## src/rtl/conv_stream_master_if.sv

```systemverilog
// Stream bundle between conv_stream_master and the convolution engine:
// X and F source streams plus the Y result sink.
interface conv_stream_master_if #(
  parameter int DATA_WIDTH_X = 8,
  parameter int DATA_WIDTH_F = 8,
  parameter int ACC_SIZE     = 18
);
  // A beat transfers on a rising edge where valid && ready; the source holds
  // valid and data stable until that edge and never drops valid without a transfer.
  logic                    m_valid_x;
  logic [DATA_WIDTH_X-1:0] m_data_x;
  logic                    s_ready_x;
  logic                    m_valid_f;
  logic [DATA_WIDTH_F-1:0] m_data_f;
  logic                    s_ready_f;
  logic                    s_valid_y;
  logic [ACC_SIZE-1:0]     s_data_y;
  logic                    s_ready_y;

  modport master (
    output m_valid_x, m_data_x, m_valid_f, m_data_f, s_ready_y,
    input  s_ready_x, s_ready_f, s_valid_y, s_data_y
  );

  modport slave (
    input  m_valid_x, m_data_x, m_valid_f, m_data_f, s_ready_y,
    output s_ready_x, s_ready_f, s_valid_y, s_data_y
  );
endinterface

```

## src/rtl/conv_stream_master.sv

```systemverilog
// Source/sink for the convolution engine: streams buffered X and F vectors out
// on start, captures NUM_Y results into a readable buffer, then pulses done.
module conv_stream_master #(
  parameter int DATA_WIDTH_X = 8,
  parameter int DATA_WIDTH_F = 8,
  parameter int X_SIZE       = 8,
  parameter int F_SIZE       = 4,
  parameter int ACC_SIZE     = 18,
  parameter int NUM_Y        = X_SIZE - F_SIZE + 1
) (
  input  logic                      clk,
  input  logic                      reset,
  input  logic                      ld_en,
  input  logic                      ld_sel,
  input  logic [$clog2(X_SIZE)-1:0] ld_addr,
  input  logic [DATA_WIDTH_X-1:0]   ld_data,
  input  logic                      start,
  input  logic                      y_stall,
  conv_stream_master_if.master      bus,
  output logic                      busy,
  output logic                      done,
  input  logic [$clog2(NUM_Y)-1:0]  rd_addr,
  output logic [ACC_SIZE-1:0]       rd_data,
  output logic [1:0]                dbg_state_o
);
  localparam int XAW = $clog2(X_SIZE);
  localparam int FAW = $clog2(F_SIZE);
  localparam int YAW = $clog2(NUM_Y);
  localparam int XCW = $clog2(X_SIZE + 1);
  localparam int FCW = $clog2(F_SIZE + 1);
  localparam int YCW = $clog2(NUM_Y + 1);

  typedef enum logic [1:0] {IDLE = 2'd0, RUN = 2'd1, FIN = 2'd2} state_e;

  state_e                  state_q;
  logic [XCW-1:0]          x_cnt_q;
  logic [FCW-1:0]          f_cnt_q;
  logic [YCW-1:0]          y_cnt_q;
  logic [DATA_WIDTH_X-1:0] xbuf_q [X_SIZE];
  logic [DATA_WIDTH_F-1:0] fbuf_q [F_SIZE];
  logic [ACC_SIZE-1:0]     ybuf_q [NUM_Y];

  logic x_full, f_full, y_full;
  logic x_fire, f_fire, y_fire;

  assign x_full = (x_cnt_q == XCW'(X_SIZE));
  assign f_full = (f_cnt_q == FCW'(F_SIZE));
  assign y_full = (y_cnt_q == YCW'(NUM_Y));

  assign bus.m_valid_x = (state_q == RUN) && !x_full;
  assign bus.m_valid_f = (state_q == RUN) && !f_full;
  assign bus.s_ready_y = (state_q == RUN) && !y_full && !y_stall;
  // Once a counter is full its index wraps; data is don't-care with valid low.
  assign bus.m_data_x  = xbuf_q[x_cnt_q[XAW-1:0]];
  assign bus.m_data_f  = fbuf_q[f_cnt_q[FAW-1:0]];

  assign x_fire = bus.m_valid_x && bus.s_ready_x;
  assign f_fire = bus.m_valid_f && bus.s_ready_f;
  assign y_fire = bus.s_valid_y && bus.s_ready_y;

  assign busy        = (state_q == RUN);
  assign done        = (state_q == FIN);
  assign dbg_state_o = state_q;
  assign rd_data     = (32'(rd_addr) < NUM_Y) ? ybuf_q[rd_addr] : '0;

  always_ff @(posedge clk or negedge reset) begin
    if (!reset) begin
      state_q <= IDLE;
      x_cnt_q <= '0;
      f_cnt_q <= '0;
      y_cnt_q <= '0;
    end else begin
      case (state_q)
        IDLE: begin
          if (start) begin
            state_q <= RUN;
            x_cnt_q <= '0;
            f_cnt_q <= '0;
            y_cnt_q <= '0;
          end
        end
        RUN: begin
          if (x_fire) x_cnt_q <= x_cnt_q + XCW'(1);
          if (f_fire) f_cnt_q <= f_cnt_q + FCW'(1);
          if (y_fire) y_cnt_q <= y_cnt_q + YCW'(1);
          if (x_full && f_full && y_full) state_q <= FIN;
        end
        FIN:     state_q <= IDLE;
        default: state_q <= IDLE;
      endcase
    end
  end

  // Buffers keep their contents through reset; loads only land while idle.
  always_ff @(posedge clk) begin
    if (state_q == IDLE && ld_en) begin
      if (!ld_sel) xbuf_q[ld_addr] <= ld_data;
      else         fbuf_q[ld_addr[FAW-1:0]] <= ld_data[DATA_WIDTH_F-1:0];
    end
  end

  always_ff @(posedge clk) begin
    if (y_fire) ybuf_q[y_cnt_q[YAW-1:0]] <= bus.s_data_y;
  end
endmodule

```

## src/flat_wrapper.sv

```systemverilog
// flat-port wrapper written by rule: the top's interface ports become plain ports
module conv_stream_master_flat 
#(
  parameter int DATA_WIDTH_X = 8,
  parameter int DATA_WIDTH_F = 8,
  parameter int X_SIZE       = 8,
  parameter int F_SIZE       = 4,
  parameter int ACC_SIZE     = 18,
  parameter int NUM_Y        = X_SIZE - F_SIZE + 1
)
  (clk, reset, ld_en, ld_sel, ld_addr, ld_data, start, y_stall, busy, done, rd_addr, rd_data, dbg_state_o, bus_m_valid_x, bus_m_data_x, bus_m_valid_f, bus_m_data_f, bus_s_ready_y, bus_s_ready_x, bus_s_ready_f, bus_s_valid_y, bus_s_data_y);
  conv_stream_master_if #(.DATA_WIDTH_X(DATA_WIDTH_X), .DATA_WIDTH_F(DATA_WIDTH_F), .ACC_SIZE(ACC_SIZE)) bus_i ();
  input  logic clk;
  input  logic reset;
  input  logic ld_en;
  input  logic ld_sel;
  input  logic [$clog2(X_SIZE)-1:0] ld_addr;
  input  logic [DATA_WIDTH_X-1:0] ld_data;
  input  logic start;
  input  logic y_stall;
  output logic busy;
  output logic done;
  input  logic [$clog2(NUM_Y)-1:0] rd_addr;
  output logic [ACC_SIZE-1:0] rd_data;
  output logic [1:0] dbg_state_o;
  output wire logic [$bits(bus_i.m_valid_x)-1:0] bus_m_valid_x;
  output wire logic [$bits(bus_i.m_data_x)-1:0] bus_m_data_x;
  output wire logic [$bits(bus_i.m_valid_f)-1:0] bus_m_valid_f;
  output wire logic [$bits(bus_i.m_data_f)-1:0] bus_m_data_f;
  output wire logic [$bits(bus_i.s_ready_y)-1:0] bus_s_ready_y;
  input wire logic [$bits(bus_i.s_ready_x)-1:0] bus_s_ready_x;
  input wire logic [$bits(bus_i.s_ready_f)-1:0] bus_s_ready_f;
  input wire logic [$bits(bus_i.s_valid_y)-1:0] bus_s_valid_y;
  input wire logic [$bits(bus_i.s_data_y)-1:0] bus_s_data_y;
  assign bus_m_valid_x = bus_i.m_valid_x;
  assign bus_m_data_x = bus_i.m_data_x;
  assign bus_m_valid_f = bus_i.m_valid_f;
  assign bus_m_data_f = bus_i.m_data_f;
  assign bus_s_ready_y = bus_i.s_ready_y;
  assign bus_i.s_ready_x = bus_s_ready_x;
  assign bus_i.s_ready_f = bus_s_ready_f;
  assign bus_i.s_valid_y = bus_s_valid_y;
  assign bus_i.s_data_y = bus_s_data_y;
  conv_stream_master #(.DATA_WIDTH_X(DATA_WIDTH_X), .DATA_WIDTH_F(DATA_WIDTH_F), .X_SIZE(X_SIZE), .F_SIZE(F_SIZE), .ACC_SIZE(ACC_SIZE), .NUM_Y(NUM_Y)) u_core (.clk(clk), .reset(reset), .ld_en(ld_en), .ld_sel(ld_sel), .ld_addr(ld_addr), .ld_data(ld_data), .start(start), .y_stall(y_stall), .bus(bus_i), .busy(busy), .done(done), .rd_addr(rd_addr), .rd_data(rd_data), .dbg_state_o(dbg_state_o));
endmodule
```

## config.mk

```make
export PLATFORM = sky130hd
export DESIGN_NAME = conv_stream_master_flat
export DESIGN_NICKNAME = d
export VERILOG_FILES = /design/src/rtl/conv_stream_master_if.sv /design/src/rtl/conv_stream_master.sv /design/src/flat_wrapper.sv
export SDC_FILE = /design/constraint.sdc
export NUM_CORES = 1
export LEC_CHECK = 0
export ABC_AREA = 1
export CORE_MARGIN = 2
export CORE_UTILIZATION = 30
export DETAILED_ROUTE_END_ITERATION = 7
export GPL_TIMING_DRIVEN = 0
export MAX_ROUTING_LAYER = met4
export PLACE_DENSITY = 0.46
export SKIP_CTS_REPAIR_TIMING = 1
export SYNTH_ARGS = -nofsm -noshare
export SYNTH_HDL_FRONTEND = slang
export SYNTH_SLANG_ARGS = --single-unit
```

## constraint.sdc

```tcl
create_clock -name clk -period 2.56 [get_ports clk]
set_clock_uncertainty 0.15 [all_clocks]
set_input_delay 0.512 -clock clk [delete_from_list [all_inputs] [get_ports clk]]
set_output_delay 0.512 -clock clk [all_outputs]
set_load 0.03 [all_outputs]
```

==> results.json <==
{
  "status": "finished, violations left",
  "worstSetupStartpointType": "register",
  "crit_type": "register to register",
  "period_needed_ns": 2.720,
  "cp.required_ns": 2.46,
  "async_reset_ff_share_pct": 6.061,
  "final_nets": 917,
  "synth_edf_count": 186,
  "synth.distinct_cells": 26,
  "place_congestion": 0.7391,
  "syn_avg_cell_area_sq_um": 11.00,
  "insertion_delay_ns": 0.43,
  "cts_tree": "done",
  "mostFrequentLayoutCells": "nand2_1, edfxtp_1, nor2_1",
  "p_per_area_mw_per_mm2": 944.4,
  "hp-class": "input port to async pin",
  "grtUsageMet1_pct": 18.56,
  "top_usage_layer": "met2",
  "synth_top_area_share_pct": 67.26,
  "drtPass1Iterations": 4,
  "die_x_um": 170.4,
  "clock_path_buffers": 2,
  "p_int_mw": 6.315,
  "cts_sinks": 198,
  "worstPathArrival_ns": 2.62,
  "synthXorXnorAreaFrac_pct": 0.2109,
  "yosys.area_share.simple_pct": 19.93,
  "root_buffer": "clkbuf_16",
  "p_leak_nw": 4.190,
  "use_met2_pct": 23.61,
  "grt.overflow.total": 0,
  "worst-r2r-cell-count": 3,
  "drtAntennaViolNets": 0,
  "end_kind": "register",
  "fp.coreArea_sq_mm": 0.02710,
  "clkPwrFrac_pct": 26.3,
  "hpwl_um": 13150,
  "setup_tns_ns": -3.182,
  "io_buffers": 79,
  "pre_cts_ws_ns": -0.6653,
  "clkTransAtPathRegs_ns": 0.08,
  "r2r_slack_ns": -0.16,
  "h-tree-depth": 4,
  "syn2layout_area_growth_pct": 25.58,
  "antenna_found_initial": 0,
  "grt_pass1_wl_um": 30220,
  "drt_iter0_markers": 279,
  "core.rowCount": 60,
  "tightest_slew_ns": 1.294,
  "synth_top_family_by_area": "simple AND/OR/NAND/NOR gates",
  "synthMuxAreaShare_pct": 0,
  "syn-num-nets": 802,
  "routedWlPerCell_um": 15.82,
  "n_antenna_cell": 0,
  "setup_ws_ns": -0.1605,
  "critPathLaunch": "u_core.dbg_state_o[1]$_DFFE_PN0P_",
  "grt_max_degree": 20,
  "io_pins": 82,
  "dieArea_sq_mm": 0.02903,
  "rr_endpoint": "u_core.fbuf_q[2][5]$_DFFE_PP_",
  "drive_above_1_share_pct": 15.52,
  "synthAdderAreaFrac_pct": 0.9040,
  "p_sw_share_pct": 35.88,
  "pwr-share-seq_pct": 39.5,
  "via_per_inst": 4.389,
  "maxCapViolations": 0,
  "syn-instance-count": 755,
  "yosysWarnings": 0,
  "period_share_pct": 106.3,
  "setup_violations": 24,
  "drc_errors": 0,
  "synthFlopType": "edfxtp_1",
  "slew_violations": 0,
  "totalWireLength_um": 19850,
  "initial_core_util_pct": 30.64,
  "peakVddDrop_mv": 0.4956,
  "power_switching_mw": 3.534,
  "rsz0062_at_grt": "true",
  "fmax_mhz": 367.6,
  "synth_seq_cells": 198,
  "yosysTopAreaCell": "edfxtp_1",
  "synth.area.top_cells": "edfxtp_1, nand2_1, nor2_1",
  "comb_power_share_pct": 34.2,
  "track_usage_pct": 14.41,
  "cts_buffers": 17,
  "violations": "setup timing",
  "ys_seq_area_share_pct": 70.88,
  "synth_area_sq_mm": 0.008304,
  "synth-compound-area-share_pct": 3.993,
  "r2r_start": "u_core.dbg_state_o[1]$_DFFE_PN0P_",
  "die-height_um": 170.4,
  "vias": 5508,
  "hold_viol": 0,
  "final_common_cell": "nand2_1",
  "met3_usage_pct": 2.512,
  "relSlewSlack_pct": 13.07,
  "crit_path_max_fanout": 8,
  "grt_pass1_vias": 5274
}
==> layer usage <==
| layer | vias up | wire length, um |
|---|---|---|
| li1 | 2775 | - |
| met1 | 2627 | 9155 |
| met2 | 94 | 9873 |
| met3 | 12 | 665 |
| met4 | 0 | 153 |
| met5 | - | 0 |
==> worst max path at each step <==
| stage | slack, ns | endpoint |
|---|---|---|
| after detailed placement | -0.67 | rd_data[12] |
| after global routing | -0.29 | u_core.fbuf_q[0][5]$_DFFE_PP_ |
| after CTS | -0.72 | bus_m_data_f[5] |
| final | -0.16 | u_core.fbuf_q[2][5]$_DFFE_PP_ |
| after floorplan | -0.35 | u_core.ybuf_q[3][0]$_DFFE_PP_ |
| after global placement | -1.95 | u_core.ybuf_q[3][5]$_DFFE_PP_ |
==> kinds of logic (layout without fill, tap and decap cells) <==
family,Yosys count,in the layout
adder cells (fa/ha/maj),6,6
buffers and inverters,70,198
XOR/XNOR,2,2
AND/OR/NAND/NOR,417,417
flip-flops,198,198
AO/OA/AOI/OAI,62,62
==> metrics by stage <==
stage               hold WS, ns  area (sq um)  std cells  power, mW  utilization, %
global placement         0.3948          9560       1206      7.027           35.28
CTS                      0.2990         10220       1244      9.656           37.72
detailed placement       0.3950          9657       1212      7.054           35.63
global route             0.3126         10430       1255      10.37           38.48
finish                   0.2944         10430       1255      9.849           38.48
floorplan               0.06641          8304        755      5.821               -
==> area by class of cell <==
class                           count  area (sq um)
Sequential cell                   198          5887
Clock buffer                       17         425.4
Clock inverter                     15         141.4
Multi-Input combinational cell    487          2156
Buffer                             30         275.3
Fill cell                        2706         16670
Tap cell                          372         465.4
Timing Repair Buffer               97         904.6
Inverter                           39         173.9
==> power groups by stage <==
| stage | Combinational [mW] | Clock, mW | Sequential (mW) |
|---|---|---|---|
| after floorplan | 1.90 | 0 | 3.92 |
| after global placement | 3.09 | 0 | 3.93 |
| after detailed placement | 3.12 | 0 | 3.93 |
| after CTS | 3.14 | 2.65 | 3.86 |
| after global routing | 3.69 | 2.77 | 3.91 |
| final | 3.37 | 2.59 | 3.89 |
==> registers in the layout (all words and copies together) (netlist names) <==
register / flops
u_core.fbuf_q: 32
u_core.f_cnt_q: 3
u_core.ybuf_q: 90
u_core.y_cnt_q: 3
u_core.xbuf_q: 64
u_core.x_cnt_q: 4
u_core.dbg_state_o: 2
==> worst max-delay path: stages (launching register included) <==
cell,delay [ns]
dfrtp_1,0.47
nor2_1,0.44
nand3_1,0.24
nor3_1,1.03
==> cell usage after synthesis (4+ instances only) <==
cell,instances
nand2_1,256
nand3_1,36
o21ai_1,6
edfxtp_1,186
nor2_1,111
clkbuf_1,4
o21ai_0,46
inv_1,33
dfrtp_1,12
o22ai_1,8
nor3_1,8
ha_1,6
buf_4,10
buf_2,13
No activity file was read; power rests on OpenSTA's default activity.
